==> src/rtl/pcpu_pkg.sv <==
// Shared definitions for the small teaching CPU: instruction encoding
// constants, the NOP word, and the instruction-RAM controller states.
package pcpu_pkg;

    // Instruction word layout: [15:12] opcode, [11:9] rd, [8:6] rs, [5:0] imm
    localparam logic [3:0] OP_NOP  = 4'h0;
    localparam logic [3:0] OP_ADD  = 4'h1;
    localparam logic [3:0] OP_SUB  = 4'h2;
    localparam logic [3:0] OP_AND  = 4'h3;
    localparam logic [3:0] OP_OR   = 4'h4;
    localparam logic [3:0] OP_LDI  = 4'h5;
    localparam logic [3:0] OP_LD   = 4'h6;
    localparam logic [3:0] OP_ST   = 4'h7;
    localparam logic [3:0] OP_BEQ  = 4'h8;
    localparam logic [3:0] OP_JMP  = 4'h9;
    localparam logic [3:0] OP_HALT = 4'hF;

    localparam logic [2:0] REG_R0 = 3'd0;
    localparam logic [2:0] REG_R1 = 3'd1;
    localparam logic [2:0] REG_R2 = 3'd2;
    localparam logic [2:0] REG_R3 = 3'd3;
    localparam logic [2:0] REG_R4 = 3'd4;
    localparam logic [2:0] REG_R5 = 3'd5;
    localparam logic [2:0] REG_R6 = 3'd6;
    localparam logic [2:0] REG_R7 = 3'd7;

    // An all-zero word decodes as OP_NOP, so a blank array executes harmlessly
    localparam logic [15:0] NOP_WORD = {OP_NOP, 12'h000};

    // Controller modes of the instruction RAM
    typedef enum logic [1:0] {
        CLEAR = 2'd0,
        RUN   = 2'd1,
        LOAD  = 2'd2
    } ramState_t;

    // Assemble one instruction word from its fields
    function automatic logic [15:0] mkInstr(input logic [3:0] opcode,
                                            input logic [2:0] rd,
                                            input logic [2:0] rs,
                                            input logic [5:0] imm);
        return {opcode, rd, rs, imm};
    endfunction

endpackage

==> src/rtl/inst_ram_array.sv <==
// Instruction storage: one synchronous write port, one asynchronous read
// port. Contents are deliberately not reset; the controller's fill pass
// initialises them.
module inst_ram_array #(
    parameter int ADDR_W = 8,
    parameter int DATA_W = 16
) (
    input  logic              i_clock,
    input  logic              i_we,
    input  logic [ADDR_W-1:0] i_waddr,
    input  logic [DATA_W-1:0] i_wdata,
    input  logic [ADDR_W-1:0] i_raddr,
    output logic [DATA_W-1:0] o_rdata
);

    logic [DATA_W-1:0] r_mem [0:(2**ADDR_W)-1];

    // Write port: one word per rising edge when enabled
    always_ff @(posedge i_clock) begin
        if (i_we) begin
            r_mem[i_waddr] <= i_wdata;
        end
    end

    assign o_rdata = r_mem[i_raddr];

endmodule

==> src/rtl/inst_ram.sv <==
// Instruction RAM with a fill/clear engine and a streaming program loader.
// Fetches only see the array in RUN; during CLEAR and LOAD they return the
// fill word so the pipeline executes NOPs and never reads a word being written.
module inst_ram
    import pcpu_pkg::*;
#(
    parameter int                ADDR_W    = 8,
    parameter int                DATA_W    = 16,
    parameter logic [DATA_W-1:0] FILL_WORD = DATA_W'(NOP_WORD)
) (
    input  logic              clock,
    input  logic              reset,
    input  logic [ADDR_W-1:0] addr,
    output logic [DATA_W-1:0] dataout,
    input  logic              clear,
    input  logic              ld_start,
    input  logic [ADDR_W-1:0] ld_base,
    input  logic              ld_valid,
    input  logic [DATA_W-1:0] ld_data,
    input  logic              ld_last,
    output logic              ld_ready,
    output logic              prog_ready,
    output logic [ADDR_W:0]   ld_count,
    output logic              ld_err
);

    localparam logic [ADDR_W-1:0] TOP_ADDR  = '1;
    localparam logic [ADDR_W-1:0] PTR_ONE   = ADDR_W'(1);
    localparam logic [ADDR_W:0]   COUNT_ONE = (ADDR_W+1)'(1);

    ramState_t         r_state;
    ramState_t         w_nextState;
    logic [ADDR_W-1:0] r_ptr;
    logic [ADDR_W-1:0] w_nextPtr;
    logic [ADDR_W:0]   r_ldCount;
    logic [ADDR_W:0]   w_nextCount;
    logic              r_ldErr;
    logic              w_nextErr;
    logic              w_we;
    logic [DATA_W-1:0] w_wdata;
    logic [DATA_W-1:0] w_rdata;

    inst_ram_array #(
        .ADDR_W (ADDR_W),
        .DATA_W (DATA_W)
    ) u_array (
        .i_clock (clock),
        .i_we    (w_we),
        .i_waddr (r_ptr),
        .i_wdata (w_wdata),
        .i_raddr (addr),
        .o_rdata (w_rdata)
    );

    // State, pointer, beat counter and error flag; reset abandons any fill or load
    always_ff @(posedge clock or posedge reset) begin
        if (reset) begin
            r_state   <= CLEAR;
            r_ptr     <= '0;
            r_ldCount <= '0;
            r_ldErr   <= 1'b0;
        end else begin
            r_state   <= w_nextState;
            r_ptr     <= w_nextPtr;
            r_ldCount <= w_nextCount;
            r_ldErr   <= w_nextErr;
        end
    end

    // Next-state and write-port control; clear always wins over loading
    always_comb begin
        w_nextState = r_state;
        w_nextPtr   = r_ptr;
        w_nextCount = r_ldCount;
        w_nextErr   = r_ldErr;
        w_we        = 1'b0;
        w_wdata     = FILL_WORD;

        case (r_state)
            CLEAR: begin
                w_we = 1'b1;
                if (r_ptr == TOP_ADDR) begin
                    w_nextState = RUN;
                end else begin
                    w_nextPtr = r_ptr + PTR_ONE;
                end
            end

            RUN: begin
                if (clear) begin
                    w_nextState = CLEAR;
                    w_nextPtr   = '0;
                end else if (ld_start) begin
                    w_nextState = LOAD;
                    w_nextPtr   = ld_base;
                    w_nextCount = '0;
                    w_nextErr   = 1'b0;
                end
            end

            LOAD: begin
                if (clear) begin
                    w_nextState = CLEAR;
                    w_nextPtr   = '0;
                end else if (ld_valid) begin
                    w_we        = 1'b1;
                    w_wdata     = ld_data;
                    w_nextCount = r_ldCount + COUNT_ONE;
                    if (ld_last) begin
                        w_nextState = RUN;
                        if (r_ptr != TOP_ADDR) begin
                            w_nextPtr = r_ptr + PTR_ONE;
                        end
                    end else if (r_ptr == TOP_ADDR) begin
                        w_nextState = RUN;
                        w_nextErr   = 1'b1;
                    end else begin
                        w_nextPtr = r_ptr + PTR_ONE;
                    end
                end
            end

            default: begin
                w_nextState = CLEAR;
                w_nextPtr   = '0;
            end
        endcase
    end

    assign ld_ready   = (r_state == LOAD);
    assign prog_ready = (r_state == RUN);
    assign dataout    = prog_ready ? w_rdata : FILL_WORD;
    assign ld_count   = r_ldCount;
    assign ld_err     = r_ldErr;

endmodule

==> config.mk <==
export PLATFORM = sky130hd
export DESIGN_NAME = inst_ram
export DESIGN_NICKNAME = d
export VERILOG_FILES = /design/src/rtl/pcpu_pkg.sv /design/src/rtl/inst_ram_array.sv /design/src/rtl/inst_ram.sv
export SDC_FILE = /design/constraint.sdc
export NUM_CORES = 2
export LEC_CHECK = 0
export BUFFER_PORTS_ARGS = -buffer_cell sky130_fd_sc_hd__buf_2
export CORE_ASPECT_RATIO = 0.5
export CORE_UTILIZATION = 50
export CTS_BUF_LIST = sky130_fd_sc_hd__clkbuf_8 sky130_fd_sc_hd__clkbuf_16
export DETAILED_ROUTE_END_ITERATION = 7
export HOLD_SLACK_MARGIN = 0.15
export PLACE_DENSITY_LB_ADDON = 0.08
export RECOVER_POWER = 25
export SLEW_MARGIN = 20
export SYNTH_ARGS = -nofsm -noshare
export SYNTH_HDL_FRONTEND = slang
export SYNTH_SLANG_ARGS = --single-unit
==> constraint.sdc <==
create_clock -name clock -period 5.3 [get_ports clock]
set_input_delay 0.265 -clock clock [delete_from_list [all_inputs] [get_ports clock]]
set_output_delay 0.265 -clock clock [all_outputs]
set_load 0.02 [all_outputs]
**Yosys cells after proc, flatten, opt, wreduce, memory -nomap -nowiden**

Memories as Yosys holds them, arrays and structs flattened.
Index checks and enable logic that the tools add are counted.

- Muxes and demuxes: 36
- Equality and inequality tests: 13
- $add $sub $neg: 2
- Reductions and logical operators: 6

Operators by type and width:

| cell | count |
|---|---|
| $mux 16 | 4 |
| $mux 8 | 7 |
| $mux 9 | 4 |
| $pmux 8 s3 | 1 |
| $pmux 9 s2 | 1 |
| $mux 2 | 6 |
| $mux 1 | 10 |
| $ne 2x2->1 const B | 5 |
| $add 9x1->9 const B | 1 |
| $add 8x1->8 const B | 1 |
| $eq 8x8->1 const B | 1 |
| $ne 8x8->1 const B | 1 |
| $reduce_and 7->1 | 1 |
| $ne 3x3->1 const B | 2 |
| $pmux 2 s3 | 1 |
| $reduce_and 5->1 | 1 |
| $ne 4x3->1 const B | 1 |
| $pmux 1 s2 | 2 |
| $reduce_and 3->1 | 1 |
| $eq 2x1->1 const B | 1 |
| $eq 2x2->1 const B | 1 |
| $logic_not 2->1 | 1 |
| $ne 2x1->1 const B | 1 |
| $reduce_and 2->1 | 1 |
| $reduce_bool 2->1 | 1 |

- Word-level logic and storage cells: 62
- Output and inout bits: 28
- Bits in registers: 20
- Memory bits (writable): 4096
- Bits of input ports: 38
- Memories: 1

Memories:

| memory | depth | width | read ports | clocked after Yosys merged registers in | wr ports | RTL line | source |
|---|---|---|---|---|---|---|---|
| u_array.r_mem | 256 | 16 | 1 | 0 | 1 | inst_ram_array.sv:16 | `logic [DATA_W-1:0] r_mem [0:(2**ADDR_W)-1];` |

**Depth between registers and ports, before layout**

- Word-level depth: 6
- Depth in mapped cells: 12
- Mapped depth without buffers: 7

**Hierarchy**

A second synthesis with hierarchy kept.

- Cell total of the unflattened synthesis: 7513
- Area, all modules: 159910.9 um^2

Modules (own cells, without submodules):

| module | area an instance (um^2) | times used | seq. area each (um^2) | cells an instance |
|---|---|---|---|---|
| inst_ram_array | 158394.4 | 1 | 122998.0 | 7344 |
| inst_ram | 1516.5 | 1 | 500.5 | 169 |

**Least setup slack after synthesis**

OpenSTA, ideal clock, no wires.

- Kind: in2reg
- Start point: in clear
- End point: mem u_array.r_mem[0][0] (data pin)
- Data required time: 4431 ps
- Library setup time: 869 ps
- Cell stages on the path: 4
- Arrival: 4427 ps
- Path buffers: 2
- Setup slack: 4 ps
- Cells stage by stage: clkbuf_1 nor4bb_1 clkbuf_1 and2_1

- Word-level cells in the longest chain between the ends: 2

Ends and longest elaborated chain:

| item | RTL line | source |
|---|---|---|
| from (decl) | inst_ram.sv:15 | `input logic clear,` |
| $mux 16 | inst_ram.sv:102 | `if (clear) begin` |
| $mux 16 | inst_ram.sv:79 | `case (r_state)` |
| via u_array.i_wdata[0] | inst_ram_array.sv:11 | `input logic [DATA_W-1:0] i_wdata,` |
| to (decl) | inst_ram_array.sv:16 |  |

The timed path passes the listed nets, and every way through them passes these cells.

**Final worst setup path**

- Start point: in addr[1]
- End point: out dataout[2]

- Word-level cells in the longest chain between the ends: 2

Ends and longest elaborated chain:

| item | RTL line | source |
|---|---|---|
| from (decl) | inst_ram.sv:13 | `input logic [ADDR_W-1:0] addr,` |
| $mem_v2 256x16 | - |  |
| $mux 16 | inst_ram.sv:132 | `assign dataout = prog_ready ? w_rdata : FILL_WORD;` |
| to (decl) | inst_ram.sv:14 | `output logic [DATA_W-1:0] dataout,` |

No other way between the ends.

==> results.ini <==
[logic_synthesis]
synth_cell_types=75
synth-seq-cells=4116
syn_inst=7502
ys.flop_type=edfxtp_1
async_flop_share_pct=0.486
synthesis.area_um2=159000
yosysWarnings=0
ys_seq_area_share_pct=77.7
syn-num-nets=7546
synth_edf_count=4096
syn_avg_cell_area_um2=21.2

[global_routing]
grt_antenna_before_repair=32
grt_pass1_wl_mm=660
grt.met1_usage_pct=44.3
grt-ovfl-total=0
grt_pass1_vias=80800
grt_use_met2_pct=43.3
busiest_layer=met1
grtUsageMet3_pct=8.27
track_usage_pct=29.7
grt_start_max_net_pins=168

[routing]
remaining_drc_errors=0
ant_nets=0
first_pass_iters=6
totalWireLength_mm=482
vias_per_cell=6.61
drt_iter0_drc=12500
wl_per_cell_um=38.1
via_count=83500

[cts]
clkSinkCount=4116
cts_setup_buffers=0
numCtsBuffers=361
tritoncts=done
clk_path_buf_depth=4
clk_pin_slew_ns=0.06
cts_root_buf=clkbuf_16
clk_latency_ns=0.93
cts_max_level=5

[timing]
skew_ns=0.0375
worst_pin_slew_ns=3.58
setup_viol=3
tns_ns=-0.219
fmax_ghz=0.185
layout_setup_ws_ns=-0.107
min_period_ns=5.41
max_slew_margin_pct=-138
hold_viol=0
timing_max_transition_violations_final=545
post-route-period-util_pct=102
whs_ns=0.482
rsz0062_at_grt=false

[placed_design]
gp_congestion=0.898
dpl_cell_area_um2=167000
dp_hpwl_mm=310
port_buffers=65

[worst_setup_path]
critPathSlowestCell=nand4b_1
reg2reg_depth=3
critical_path_class=in2out
crit_path_start_kind=input port
rr_endpoint=u_array.r_mem[96][8]
cp_slowest_stage_delay_ns=0.94
regToRegSetupSlack_ns=0.19
worstPathArrival_ns=5.14
path_common_cell=buf_4
crit_start=addr[1]
crit_path_end_kind=output pin
worstPathRequired_ns=5.04
path_cells=buf_8 > or2_4 > buf_12 > buf_4 > o221ai_1 > a21oi_1 > nor4_1 > nand4b_1 > o22ai_1 > buf_4 > buf_2
r2r-start=r_state[1]
endpoint=dataout[2]
critPathMaxFanout=51

[floorplan]
start_util_pct=50.6
rows=145
die_area_um2=320000
chipHeight_um=401
ios=66
core_region_area_um2=314000
die_w_um=800

[hold_path]
min_path_cells=3
hold_path_class=in2reg

[cells_and_area]
fin_area_um2=179000
fin_nets=8199
multiInputGateArea_um2=32900
syn_to_final_growth_pct=12.6
fillers=23200
drive_gt1_share_pct=22.6
seq_area_um2=123000

[power_and_ir_drop]
intPower_mw=51.3
seqPwrFrac_pct=53.9
p_sw_mw=15.1
pwr-share-comb_pct=6.3
post-layout-total-power_mw=66.4
netSwitchingFraction_pct=22.8
peakVddDrop_mv=0.278
leakage_nw=64.7
pwr_density_cell_nw_per_um2=371
power_frac_clock_pct=39.8

[outcome]
run_status=finished, violations left
failed_checks=max-capacitance violations, max-slew violations, negative setup slack

[flow_run]
maxCapViolations=24

metrics by stage:
stage	setup WS [ns]	cells	util (%)
after floorplan	0.00368	7502	-
after global placement	-0.00540	11900	53.2
after detailed placement	0.0424	11900	53.3
after CTS	0.0340	12600	57.1
after global routing	0.0783	12600	56.9
final	-0.107	12600	56.9
state kept, by name, indices dropped and copies added (netlist names):
name,count
u_array.r_mem,4096
ld_count,9
r_ptr,8
r_state,2
ld_err,1
metal layers:
layer  up-vias  share of wire, %
met5         -             0.017
met4        12               3.4
met3       738                12
met2      4923                44
met1     44800                41
li1      33000                 -
repair_timing:
| item | CTS | global route |
|---|---|---|
| hold buffers | 50 | 3 |
| hold endpoints to repair | 461 | 85 |
| endpoints found under the setup margin | 0 | 2 |
| gates resized for setup | 0 | 1 |
power groups by stage:
stage | sequential, mW | combinational, mW | clock, mW
6_report | 35.8 | 4.17 | 26.4
5_1_grt | 35.8 | 4.26 | 27.8
4_1_cts | 35.8 | 4.17 | 26.6
3_5_place_dp | 36.5 | 4.05 | 0
3_3_place_gp | 36.5 | 4.02 | 0
2_1_floorplan | 36.4 | 2.04 | 0
cells by family (layout without fill, tap and decap cells):
family,count (synthesis),in the layout,share of synthesized area [%]
other,0,11,0
and+or+nand+nor,874,874,2.60
adders and majority gates,6,6,0.0472
DFF,4116,4116,77.7
AOI/OAI and AO/OA,764,764,3.33
xor gates and xnor gates,6,6,0.0330
buffers and inverters,450,1386,1.84
muxes,1286,1286,14.5
critical path: cells and delay by family:
family / cells / cell delay (ns)
buf+inv: 5 / 1.12
simple gates: 3 / 2.03
compound gates: 3 / 1.61
cell usage after synthesis, types with 8 or more instances:
| cell | number | area [um2] |
|---|---|---|
| edfxtp_1 | 4096 | 123000 |
| nor2_1 | 371 | 1390 |
| dfrtp_1 | 20 | 500 |
| a211oi_1 | 29 | 218 |
| a21o_1 | 13 | 97.6 |
| nand4_1 | 27 | 169 |
| nand2b_1 | 14 | 87.6 |
| buf_4 | 52 | 390 |
| nor4_1 | 37 | 231 |
| buf_1 | 24 | 90.1 |
| clkbuf_1 | 164 | 616 |
| a21oi_1 | 79 | 395 |
| nor3_1 | 94 | 470 |
| mux4_2 | 807 | 18200 |
| inv_1 | 9 | 33.8 |
| o32ai_1 | 12 | 105 |
| nand2_1 | 127 | 477 |
| nor2b_1 | 8 | 50.1 |
| a22oi_1 | 71 | 533 |
| buf_2 | 98 | 490 |
| buf_8 | 14 | 210 |
| a31oi_1 | 13 | 81.3 |
| and2_1 | 18 | 113 |
| o22ai_1 | 197 | 1230 |
| o221ai_1 | 161 | 1410 |
| nor4b_1 | 10 | 87.6 |
| a2111oi_0 | 31 | 272 |
| and3_1 | 11 | 68.8 |
| or3_1 | 36 | 225 |
| o2111ai_1 | 9 | 78.8 |
| nand4b_1 | 10 | 87.6 |
| mux2_2 | 17 | 191 |
| mux2i_1 | 458 | 4580 |
| o21ai_0 | 111 | 556 |
| nand3_1 | 81 | 405 |
| buf_6 | 75 | 845 |
| buf_12 | 12 | 240 |
cell type report:
type	instances	share of cell area (%)
Sequential cell	4116	69.0
Clock buffer	371	5.18
Timing Repair Buffer	730	3.26
Antenna cell	11	0.0154
Multi-Input combinational cell	2936	18.4
Clock inverter	275	1.25
Tap cell	4189	2.93
Inverter	10	0.0238
placed cells by master (no fill, tap or decap), types with 79 or more instances in the layout:
| master | n |
|---|---|
| edfxtp_1 | 4096 |
| mux4_2 | 807 |
| mux2i_1 | 458 |
| buf_4 | 403 |
| clkbuf_16 | 370 |
| nor2_1 | 349 |
| o22ai_1 | 195 |
| o221ai_1 | 161 |
| clkbuf_1 | 151 |
| nand2_1 | 125 |
| o21ai_0 | 109 |
| inv_1 | 93 |
| nor3_1 | 92 |
| a21oi_1 | 79 |
worst min-delay path by stage:
stage,startpoint,endpoint,slack [ns]
floorplan,reset,ld_count[0],0.23
global placement,reset,ld_count[8],0.38
detailed placement,reset,ld_count[8],0.38
CTS,ld_data[3],u_array.r_mem[76][3],0.19
global route,ld_data[15],u_array.r_mem[95][15],0.48
finish,ld_data[15],u_array.r_mem[95][15],0.48
Power figures use the tool's default switching activity.
